**config.mk**
```make
export PLATFORM = sky130hd
export DESIGN_NAME = rf_access_ctrl_flat
export DESIGN_NICKNAME = d
export VERILOG_FILES = /design/src/rtl/rf_access_ctrl_if.sv /design/src/rtl/rf_access_ctrl.sv /design/src/flat_wrapper.sv
export SDC_FILE = /design/constraint.sdc
export NUM_CORES = 1
export LEC_CHECK = 0
export ABC_CLOCK_PERIOD_IN_PS = 2200
export CAP_MARGIN = 10
export CORE_AREA = 2 2 101 103
export CTS_BUF_LIST = sky130_fd_sc_hd__clkbuf_16
export DETAILED_ROUTE_END_ITERATION = 7
export DIE_AREA = 0 0 103 105
export HOLD_SLACK_MARGIN = 0.03
export PLACE_DENSITY = 0.68
export SETUP_SLACK_MARGIN = 0.5
export SLEW_MARGIN = 20
export SYNTH_ARGS = -nofsm -noshare
export SYNTH_HDL_FRONTEND = slang
export SYNTH_SLANG_ARGS = --single-unit
```
**constraint.sdc**
```tcl
create_clock -name clk -period 2.2 [get_ports clk]
set_input_delay 0.22 -clock clk [delete_from_list [all_inputs] [get_ports clk]]
set_output_delay 0.22 -clock clk [all_outputs]
set_load 0.1 [all_outputs]
```
**src/rtl/rf_access_ctrl_if.sv**
```systemverilog
// Port bundle between the register-file access controller and its environment:
// decode op offer, ALU completion, debug requester and register-file controls.
interface rf_access_ctrl_if #(
    parameter int ADDR = 4,
    parameter int SIZE = 32
);
    logic            Op_Valid;
    logic            Op_Ready;
    logic [ADDR-1:0] Op_Rn;
    logic [ADDR-1:0] Op_Rm;
    logic [ADDR-1:0] Op_Rs;
    logic [ADDR-1:0] Op_Rd;
    logic            Op_Use_Rs;
    logic            Op_WB;
    logic            ALU_Done;
    logic [SIZE-1:0] ALU_Result;
    logic            Done;
    logic            Err;
    logic            Dbg_Req;
    logic            Dbg_Wr;
    logic [ADDR-1:0] Dbg_Addr;
    logic [SIZE-1:0] Dbg_W_Data;
    logic            Dbg_Gnt;
    logic            Dbg_Ack;
    logic            LA;
    logic            LB;
    logic            LC;
    logic            Write_Reg;
    logic [ADDR-1:0] R_Addr_A;
    logic [ADDR-1:0] R_Addr_B;
    logic [ADDR-1:0] R_Addr_C;
    logic [ADDR-1:0] W_Addr;
    logic [SIZE-1:0] W_Data;

    // Controller side
    modport slave (
        input  Op_Valid, Op_Rn, Op_Rm, Op_Rs, Op_Rd, Op_Use_Rs, Op_WB,
        input  ALU_Done, ALU_Result,
        input  Dbg_Req, Dbg_Wr, Dbg_Addr, Dbg_W_Data,
        output Op_Ready, Done, Err, Dbg_Gnt, Dbg_Ack,
        output LA, LB, LC, Write_Reg, R_Addr_A, R_Addr_B, R_Addr_C, W_Addr, W_Data
    );

    // Environment side: decode, datapath, debug host and register file
    modport master (
        output Op_Valid, Op_Rn, Op_Rm, Op_Rs, Op_Rd, Op_Use_Rs, Op_WB,
        output ALU_Done, ALU_Result,
        output Dbg_Req, Dbg_Wr, Dbg_Addr, Dbg_W_Data,
        input  Op_Ready, Done, Err, Dbg_Gnt, Dbg_Ack,
        input  LA, LB, LC, Write_Reg, R_Addr_A, R_Addr_B, R_Addr_C, W_Addr, W_Data
    );
endinterface

```
**src/rtl/rf_access_ctrl.sv**
```systemverilog
// Sequences one data-processing op through READ/EXEC/WB on the 3R/1W register
// file and shares its ports with a debug requester; all outputs are registered.
module rf_access_ctrl #(
    parameter int ADDR    = 4,
    parameter int SIZE    = 32,
    parameter int TIMEOUT = 15
) (
    input logic           clk,
    input logic           Rst_n,
    rf_access_ctrl_if.slave bus
);
    localparam int CW = 5;

    typedef enum logic [2:0] {
        S_IDLE    = 3'd0,
        S_READ    = 3'd1,
        S_EXEC    = 3'd2,
        S_WB      = 3'd3,
        S_DBG     = 3'd4,
        S_DBG_ACK = 3'd5
    } state_e;

    state_e          state_q, state_d;
    logic            last_dbg_q, last_dbg_d;
    logic [CW-1:0]   cnt_q, cnt_d;
    logic [ADDR-1:0] rd_q, rd_d;
    logic            wb_q, wb_d;

    logic            op_ready_q, op_ready_d;
    logic            dbg_gnt_q, dbg_gnt_d;
    logic            done_q, done_d;
    logic            err_q, err_d;
    logic            dbg_ack_q, dbg_ack_d;
    logic            la_q, la_d;
    logic            lb_q, lb_d;
    logic            lc_q, lc_d;
    logic            wr_q, wr_d;
    logic [ADDR-1:0] ra_q, ra_d;
    logic [ADDR-1:0] rb_q, rb_d;
    logic [ADDR-1:0] rc_q, rc_d;
    logic [ADDR-1:0] wa_q, wa_d;
    logic [SIZE-1:0] wd_q, wd_d;

    logic op_acc_s;
    logic dbg_acc_s;

    assign op_acc_s  = (state_q == S_IDLE) && op_ready_q && bus.Op_Valid;
    assign dbg_acc_s = (state_q == S_IDLE) && dbg_gnt_q && bus.Dbg_Req;

    // Next state plus next value of every registered output
    always_comb begin
        state_d    = state_q;
        last_dbg_d = last_dbg_q;
        cnt_d      = cnt_q;
        rd_d       = rd_q;
        wb_d       = wb_q;
        op_ready_d = 1'b0;
        dbg_gnt_d  = 1'b0;
        done_d     = 1'b0;
        err_d      = 1'b0;
        dbg_ack_d  = 1'b0;
        la_d       = 1'b0;
        lb_d       = 1'b0;
        lc_d       = 1'b0;
        wr_d       = 1'b0;
        ra_d       = ra_q;
        rb_d       = rb_q;
        rc_d       = rc_q;
        wa_d       = wa_q;
        wd_d       = wd_q;

        case (state_q)
            S_IDLE: begin
                if (op_acc_s) begin
                    state_d    = S_READ;
                    last_dbg_d = 1'b0;
                    rd_d       = bus.Op_Rd;
                    wb_d       = bus.Op_WB;
                    la_d       = 1'b1;
                    lb_d       = 1'b1;
                    lc_d       = bus.Op_Use_Rs;
                    ra_d       = bus.Op_Rn;
                    rb_d       = bus.Op_Rm;
                    rc_d       = bus.Op_Rs;
                end else if (dbg_acc_s) begin
                    state_d    = S_DBG;
                    last_dbg_d = 1'b1;
                    if (bus.Dbg_Wr) begin
                        wr_d = 1'b1;
                        wa_d = bus.Dbg_Addr;
                        wd_d = bus.Dbg_W_Data;
                    end else begin
                        la_d = 1'b1;
                        ra_d = bus.Dbg_Addr;
                    end
                end else begin
                    state_d = S_IDLE;
                end
            end
            S_READ: begin
                state_d = S_EXEC;
                cnt_d   = {CW{1'b0}};
            end
            S_EXEC: begin
                // Completion wins over a timeout reached in the same cycle
                if (bus.ALU_Done) begin
                    done_d = 1'b1;
                    if (wb_q) begin
                        state_d = S_WB;
                        wr_d    = 1'b1;
                        wa_d    = rd_q;
                        wd_d    = bus.ALU_Result;
                    end else begin
                        state_d = S_IDLE;
                    end
                end else if (cnt_q == CW'(TIMEOUT - 1)) begin
                    state_d = S_IDLE;
                    err_d   = 1'b1;
                end else begin
                    cnt_d = cnt_q + 5'd1;
                end
            end
            S_WB: begin
                state_d = S_IDLE;
            end
            S_DBG: begin
                state_d   = S_DBG_ACK;
                dbg_ack_d = 1'b1;
            end
            S_DBG_ACK: begin
                state_d = S_IDLE;
            end
            default: begin
                state_d = S_IDLE;
            end
        endcase

        // Grants are issued for the next IDLE cycle; the Done/Err cycle that
        // follows EXEC carries no grant so Op_Ready reappears one cycle later.
        if ((state_d == S_IDLE) && (state_q != S_EXEC)) begin
            if (bus.Op_Valid && bus.Dbg_Req) begin
                op_ready_d = last_dbg_q;
                dbg_gnt_d  = ~last_dbg_q;
            end else begin
                op_ready_d = bus.Op_Valid;
                dbg_gnt_d  = bus.Dbg_Req;
            end
        end else begin
            op_ready_d = 1'b0;
            dbg_gnt_d  = 1'b0;
        end
    end

    // State, captured op fields and registered outputs
    always_ff @(posedge clk or negedge Rst_n) begin
        if (!Rst_n) begin
            state_q    <= S_IDLE;
            last_dbg_q <= 1'b0;
            cnt_q      <= {CW{1'b0}};
            rd_q       <= {ADDR{1'b0}};
            wb_q       <= 1'b0;
            op_ready_q <= 1'b0;
            dbg_gnt_q  <= 1'b0;
            done_q     <= 1'b0;
            err_q      <= 1'b0;
            dbg_ack_q  <= 1'b0;
            la_q       <= 1'b0;
            lb_q       <= 1'b0;
            lc_q       <= 1'b0;
            wr_q       <= 1'b0;
            ra_q       <= {ADDR{1'b0}};
            rb_q       <= {ADDR{1'b0}};
            rc_q       <= {ADDR{1'b0}};
            wa_q       <= {ADDR{1'b0}};
            wd_q       <= {SIZE{1'b0}};
        end else begin
            state_q    <= state_d;
            last_dbg_q <= last_dbg_d;
            cnt_q      <= cnt_d;
            rd_q       <= rd_d;
            wb_q       <= wb_d;
            op_ready_q <= op_ready_d;
            dbg_gnt_q  <= dbg_gnt_d;
            done_q     <= done_d;
            err_q      <= err_d;
            dbg_ack_q  <= dbg_ack_d;
            la_q       <= la_d;
            lb_q       <= lb_d;
            lc_q       <= lc_d;
            wr_q       <= wr_d;
            ra_q       <= ra_d;
            rb_q       <= rb_d;
            rc_q       <= rc_d;
            wa_q       <= wa_d;
            wd_q       <= wd_d;
        end
    end

    assign bus.Op_Ready  = op_ready_q;
    assign bus.Dbg_Gnt   = dbg_gnt_q;
    assign bus.Done      = done_q;
    assign bus.Err       = err_q;
    assign bus.Dbg_Ack   = dbg_ack_q;
    assign bus.LA        = la_q;
    assign bus.LB        = lb_q;
    assign bus.LC        = lc_q;
    assign bus.Write_Reg = wr_q;
    assign bus.R_Addr_A  = ra_q;
    assign bus.R_Addr_B  = rb_q;
    assign bus.R_Addr_C  = rc_q;
    assign bus.W_Addr    = wa_q;
    assign bus.W_Data    = wd_q;
endmodule

```
**src/flat_wrapper.sv**
```systemverilog
// flat-port wrapper written by rule: the top's interface ports become plain ports
module rf_access_ctrl_flat 
#(
    parameter int ADDR    = 4,
    parameter int SIZE    = 32,
    parameter int TIMEOUT = 15
)
  (clk, Rst_n, bus_Op_Valid, bus_Op_Rn, bus_Op_Rm, bus_Op_Rs, bus_Op_Rd, bus_Op_Use_Rs, bus_Op_WB, bus_ALU_Done, bus_ALU_Result, bus_Dbg_Req, bus_Dbg_Wr, bus_Dbg_Addr, bus_Dbg_W_Data, bus_Op_Ready, bus_Done, bus_Err, bus_Dbg_Gnt, bus_Dbg_Ack, bus_LA, bus_LB, bus_LC, bus_Write_Reg, bus_R_Addr_A, bus_R_Addr_B, bus_R_Addr_C, bus_W_Addr, bus_W_Data);
  rf_access_ctrl_if #(.ADDR(ADDR), .SIZE(SIZE)) bus_i ();
  input logic clk;
  input logic Rst_n;
  input wire logic [$bits(bus_i.Op_Valid)-1:0] bus_Op_Valid;
  input wire logic [$bits(bus_i.Op_Rn)-1:0] bus_Op_Rn;
  input wire logic [$bits(bus_i.Op_Rm)-1:0] bus_Op_Rm;
  input wire logic [$bits(bus_i.Op_Rs)-1:0] bus_Op_Rs;
  input wire logic [$bits(bus_i.Op_Rd)-1:0] bus_Op_Rd;
  input wire logic [$bits(bus_i.Op_Use_Rs)-1:0] bus_Op_Use_Rs;
  input wire logic [$bits(bus_i.Op_WB)-1:0] bus_Op_WB;
  input wire logic [$bits(bus_i.ALU_Done)-1:0] bus_ALU_Done;
  input wire logic [$bits(bus_i.ALU_Result)-1:0] bus_ALU_Result;
  input wire logic [$bits(bus_i.Dbg_Req)-1:0] bus_Dbg_Req;
  input wire logic [$bits(bus_i.Dbg_Wr)-1:0] bus_Dbg_Wr;
  input wire logic [$bits(bus_i.Dbg_Addr)-1:0] bus_Dbg_Addr;
  input wire logic [$bits(bus_i.Dbg_W_Data)-1:0] bus_Dbg_W_Data;
  output wire logic [$bits(bus_i.Op_Ready)-1:0] bus_Op_Ready;
  output wire logic [$bits(bus_i.Done)-1:0] bus_Done;
  output wire logic [$bits(bus_i.Err)-1:0] bus_Err;
  output wire logic [$bits(bus_i.Dbg_Gnt)-1:0] bus_Dbg_Gnt;
  output wire logic [$bits(bus_i.Dbg_Ack)-1:0] bus_Dbg_Ack;
  output wire logic [$bits(bus_i.LA)-1:0] bus_LA;
  output wire logic [$bits(bus_i.LB)-1:0] bus_LB;
  output wire logic [$bits(bus_i.LC)-1:0] bus_LC;
  output wire logic [$bits(bus_i.Write_Reg)-1:0] bus_Write_Reg;
  output wire logic [$bits(bus_i.R_Addr_A)-1:0] bus_R_Addr_A;
  output wire logic [$bits(bus_i.R_Addr_B)-1:0] bus_R_Addr_B;
  output wire logic [$bits(bus_i.R_Addr_C)-1:0] bus_R_Addr_C;
  output wire logic [$bits(bus_i.W_Addr)-1:0] bus_W_Addr;
  output wire logic [$bits(bus_i.W_Data)-1:0] bus_W_Data;
  assign bus_i.Op_Valid = bus_Op_Valid;
  assign bus_i.Op_Rn = bus_Op_Rn;
  assign bus_i.Op_Rm = bus_Op_Rm;
  assign bus_i.Op_Rs = bus_Op_Rs;
  assign bus_i.Op_Rd = bus_Op_Rd;
  assign bus_i.Op_Use_Rs = bus_Op_Use_Rs;
  assign bus_i.Op_WB = bus_Op_WB;
  assign bus_i.ALU_Done = bus_ALU_Done;
  assign bus_i.ALU_Result = bus_ALU_Result;
  assign bus_i.Dbg_Req = bus_Dbg_Req;
  assign bus_i.Dbg_Wr = bus_Dbg_Wr;
  assign bus_i.Dbg_Addr = bus_Dbg_Addr;
  assign bus_i.Dbg_W_Data = bus_Dbg_W_Data;
  assign bus_Op_Ready = bus_i.Op_Ready;
  assign bus_Done = bus_i.Done;
  assign bus_Err = bus_i.Err;
  assign bus_Dbg_Gnt = bus_i.Dbg_Gnt;
  assign bus_Dbg_Ack = bus_i.Dbg_Ack;
  assign bus_LA = bus_i.LA;
  assign bus_LB = bus_i.LB;
  assign bus_LC = bus_i.LC;
  assign bus_Write_Reg = bus_i.Write_Reg;
  assign bus_R_Addr_A = bus_i.R_Addr_A;
  assign bus_R_Addr_B = bus_i.R_Addr_B;
  assign bus_R_Addr_C = bus_i.R_Addr_C;
  assign bus_W_Addr = bus_i.W_Addr;
  assign bus_W_Data = bus_i.W_Data;
  rf_access_ctrl #(.ADDR(ADDR), .SIZE(SIZE), .TIMEOUT(TIMEOUT)) u_core (.clk(clk), .Rst_n(Rst_n), .bus(bus_i));
endmodule
```
# Word level (Yosys, flattened, before mapping)
# Cells that the tools add are included.
# op_classes
add_sub_neg	1
eq_ne	13
mux	50
n_bitwise	1
reduce_logical	16
# ops
operator	n
$mux W32	5
$pmux W32 S2	1
$mux W4	8
$mux W1	25
$mux W3	4
$pmux W3 S4	1
$mux W5	2
$ne A2 B2 Y1 const B	5
$pmux W5 S2	1
$pmux W4 S2	1
$logic_and A1 B1 Y1	6
$logic_not A3 Y1	2
$ne A2 B1 Y1 const B	3
$reduce_and A3 Y1	2
$reduce_and A6 Y1	1
$reduce_bool A2 Y1	3
$add A5 B1 Y5 const B	1
$eq A5 B4 Y1 const B	1
$reduce_and A2 Y1	2
$eq A3 B1 Y1 const B	1
$eq A3 B2 Y1 const B	1
$eq A3 B3 Y1 const B	1
$ne A3 B2 Y1 const B	1
$mux W2	1
other kinds (2)	2
# totals
ff_bits	71
in_bits	92
output_inout_bits	57
elab_cells	100

# Depth between registers and ports, before layout
# logic_depth
depth_word	9
mapped_depth	6
depth_no_buf	6

# Worst setup path after synthesis
# Ideal clock, no wire load.
# synth_path
path_type	register to register
from	register u_core.dbg_gnt_q (netlist: u_core.bus.Dbg_Gnt)
to	register u_core.wd_q[10] (netlist: u_core.bus.W_Data[10])
t_arrival_ns	2.027
path_slack_ns	0.045
stages_incl_launch_ff	5
period_less_slack_ns	2.155
path_cell_list	dfrtp_1 -> nand3_2 -> o21ai_4 -> buf_6 -> mux2_1
# synth_via
elab_chain_len	4
# synth_rtl
element	line	text
start, declared	rf_access_ctrl.sv:30	logic dbg_gnt_q, dbg_gnt_d;
start signal, assigned	rf_access_ctrl.sv:183	dbg_gnt_q <= dbg_gnt_d;
$logic_and A1 B1 Y1 (2 in a row)	rf_access_ctrl.sv:48	assign dbg_acc_s = (state_q == S_IDLE) && dbg_gnt_q && bus.Dbg_Req;
$ne A2 B1 Y1 (no source line)	-	
$reduce_and A6 Y1 (no source line)	-	
end signal, assigned	rf_access_ctrl.sv:175	wd_q <= {SIZE{1'b0}};
end signal, assigned	rf_access_ctrl.sv:195	wd_q <= wd_d;
end, declared	rf_access_ctrl.sv:42	logic [SIZE-1:0] wd_q, wd_d;
# No other way between the ends.
# A chain may end at the register's enable or synchronous reset.

# Final worst setup path
# layout_path
from	register u_core.state_q[2]
to	register u_core.wd_q[5] (netlist: u_core.bus.W_Data[5])
# layout_via
elab_chain_len	5
word_cells_on_any_way	14
# layout_rtl
element	line	text
start, declared	rf_access_ctrl.sv:23	state_e state_q, state_d;
start signal, assigned	rf_access_ctrl.sv:177	state_q <= state_d;
$logic_not A3 Y1	rf_access_ctrl.sv:47, rf_access_ctrl.sv:48, rf_access_ctrl.sv:72	
$logic_and A1 B1 Y1, on equally long branches (2 in a row)	rf_access_ctrl.sv:47, rf_access_ctrl.sv:48	
$ne A2 B2 Y1 (no source line) / $ne A2 B1 Y1 (equally long branches)	-	
$reduce_and A6 Y1 (no source line)	-	
# Several ways; a longest one is shown, not always the timed one.

==> flow_summary.yaml <==
finish:
  final_core_util_pct: 56.0
  fillers: 880
  drive_above_1_share_pct: 27.0
  layout.nets: 593
  n_antenna_cell: 0
  final_cell_area_um2: 5400
  layout_common_cells: "nand2_1, clkdlybuf4s50_1, buf_4, dfrtp_1, mux2_4"
  final_common_cell: "nand2_1"
  area_growth_pct: 63.8
routing:
  wl_um: 9100
  avgRoutedWirePerCell_um: 14.3
  ant_nets: 0
  vias_per_cell: 4.52
  vias: 2878
  dr.pass1.iters: 4
  drc_errors: 0
  first_iter_violations: 114
clocking:
  h-tree-depth: 3
  cts_tree: "built"
  numCtsBuffers: 9
  insertion_delay_ns: 0.33
  clk_path_buf_depth: 2
  clock_sink_count: 71
  root_buffer: "clkbuf_16"
  clkSlewWorstSetupHoldPaths_ns: 0.06
sta:
  fin_crit_sh_pct: 79.3
  finalCriticalPeriod_ns: 1.74
  worst_pin_slew_ns: 0.883
  hold_violations: 0
  fmax_mhz: 573
  setup_tns_ns: 0
  slew_viol_final: 0
  setup_ws_ns: 0.456
  skew_ns: 0.00408
  setup_viol: 0
  slew_headroom_pct: 41.1
  rsz0062_at_grt: "true"
placed_design:
  gp_congestion: 0.761
  dp_hpwl_um: 5870
  dpl_worst_slack_ns: 0.349
  port_buffers: 148
  dpl_cell_area_um2: 4770
global_routing:
  grt_overflow: 0
  grt_pass1_vias: 2700
  antenna_found_initial: 0
  grt_pass1_wl_um: 13300
  grt_use_total_pct: 15.6
  grt_max_degree: 72
synth:
  synth_seq_cells: 71
  syn_inst: 338
  synth_top_area_cell: "dfrtp_1"
  yosys_warnings: 0
  avgSynthCellArea_um2: 9.75
  synth.distinct_cells: 33
  synth_top_area_share_pct: 53.9
  netlist_area_um2: 3300
  synth_area_leaders: "dfrtp_1, nand2_1, mux2_1, mux2_2, a21oi_1"
  synth_nets: 432
  ys_seq_area_share_pct: 53.9
critical_path:
  cp_data_arrival_time_ns: 1.95
  max_stage_delay_ns: 0.46
  crit_chain: "nor3_4, nand3_2, o21ai_4, buf_6, buf_16, mux2_2"
  critPathCaptureType: "register"
  critPathLaunchType: "register"
  startpoint: "u_core.state_q[2]"
  r2r_start: "u_core.state_q[2]"
  rrSetupSlack_ns: 0.46
  cp.required_ns: 2.41
  reg2reg_to: "u_core.bus.W_Data[5]"
  critical_path_class: "register to register"
  crit_slowest_cell: "dfrtp_2"
  path_max_fanout: 9
  worst-r2r-cell-count: 6
floorplan:
  fp.coreArea_um2: 9640
  die_w_um: 103
  core.rowCount: 36
  dieArea_um2: 10800
  start_util_pct: 34.2
  die_h_um: 105
  num_io_pins: 149
flow_run:
  drv_cap: 0
min_path:
  hp-class: "primary input to asynchronous set/reset pin"
status:
  outcome: "completed"
## worst max-delay path by stage
stage                                  endpoint  slack [ns]  cells past startpoint
final                      u_core.bus.W_Data[5]        0.46                      6
after global placement     u_core.bus.W_Data[3]        0.41                      6
after CTS                  u_core.bus.W_Data[0]        0.43                      6
after detailed placement   u_core.bus.W_Addr[3]        0.35                      6
after floorplan           u_core.bus.W_Data[10]        0.47                      5
after global routing       u_core.bus.W_Addr[0]        0.38                      6
## synth_stat cells (all sizes together)
master     n
nor2       8
o21bai     1
mux2i      5
nor3b      3
nand2    152
dfrtp     71
or3b       1
buf       12
or2        1
nor4       2
o221ai     1
and4b      1
o31ai      1
nor4b      1
nand4b     2
xnor2      3
maj3       1
nor3       4
nand3      5
ha         2
a2111oi    1
mux2      36
inv        4
o21ai      3
and2       2
a21oi     11
clkbuf     4
## critical path: cells and delay by family, from the launching register on
kind,cells,cell delay [ns]
DFF,1,0.46
and+or+nand+nor,2,0.38
muxes,1,0.33
buffers and inverters,2,0.29
AOI/OAI and AO/OA,1,0.17
## flip-flops by register name (all words and copies together) (netlist names), 3 cells and up
register / cells
u_core.cnt_q: 5
u_core.bus.R_Addr_C: 4
u_core.bus.W_Data: 32
u_core.bus.R_Addr_A: 4
u_core.bus.W_Addr: 4
u_core.state_q: 3
u_core.bus.R_Addr_B: 4
u_core.rd_q: 4
## stage by stage
stage	hold slack (ns)	std cells
detailed placement	0.403	608
finish	0.0192	637
floorplan	-0.0756	338
global route	0.0943	637
CTS	0.0557	630
global placement	0.404	608
## kinds of logic (layout without fill, tap and decap cells)
kind of cell / count (synthesis) / after routing / share of synthesized area, %
simple gates: 182 / 182 / 23.5
flops: 71 / 71 / 53.9
mux: 41 / 41 / 13.8
buf+inv: 20 / 186 / 3.53
compound gates: 18 / 18 / 3.45
fa+ha+maj: 3 / 3 / 1.06
xor+xnor: 3 / 3 / 0.797
## per-layer routing
layer,global-route usage (%),wire length (um)
met1,19.7,4050
met2,25.1,4190
met3,5.55,741
met4,4.51,112
met5,0,0
## what timing repair did
action	4_1_cts	5_1_grt
hold buffers	0	0
gates cloned	1	5
endpoints found under the setup margin	39	51
pin swaps	3	3
setup buffers	5	2
resized for setup	6	30
endpoints found under the hold margin	0	0
## area by class of cell
type	instances	area, um^2	area share (%)
repair buffers	166	1580	29.3
multi-input cells	247	1530	28.3
clock buffers	9	225	4.17
clock inverters	7	88.8	1.65
inverters	4	18.8	0.348
well taps	133	166	3.08
flip-flops and latches	71	1790	33.1
Power is not shown: default switching activity piles up to over one toggle a cycle in this logic, so the estimate is an artifact.
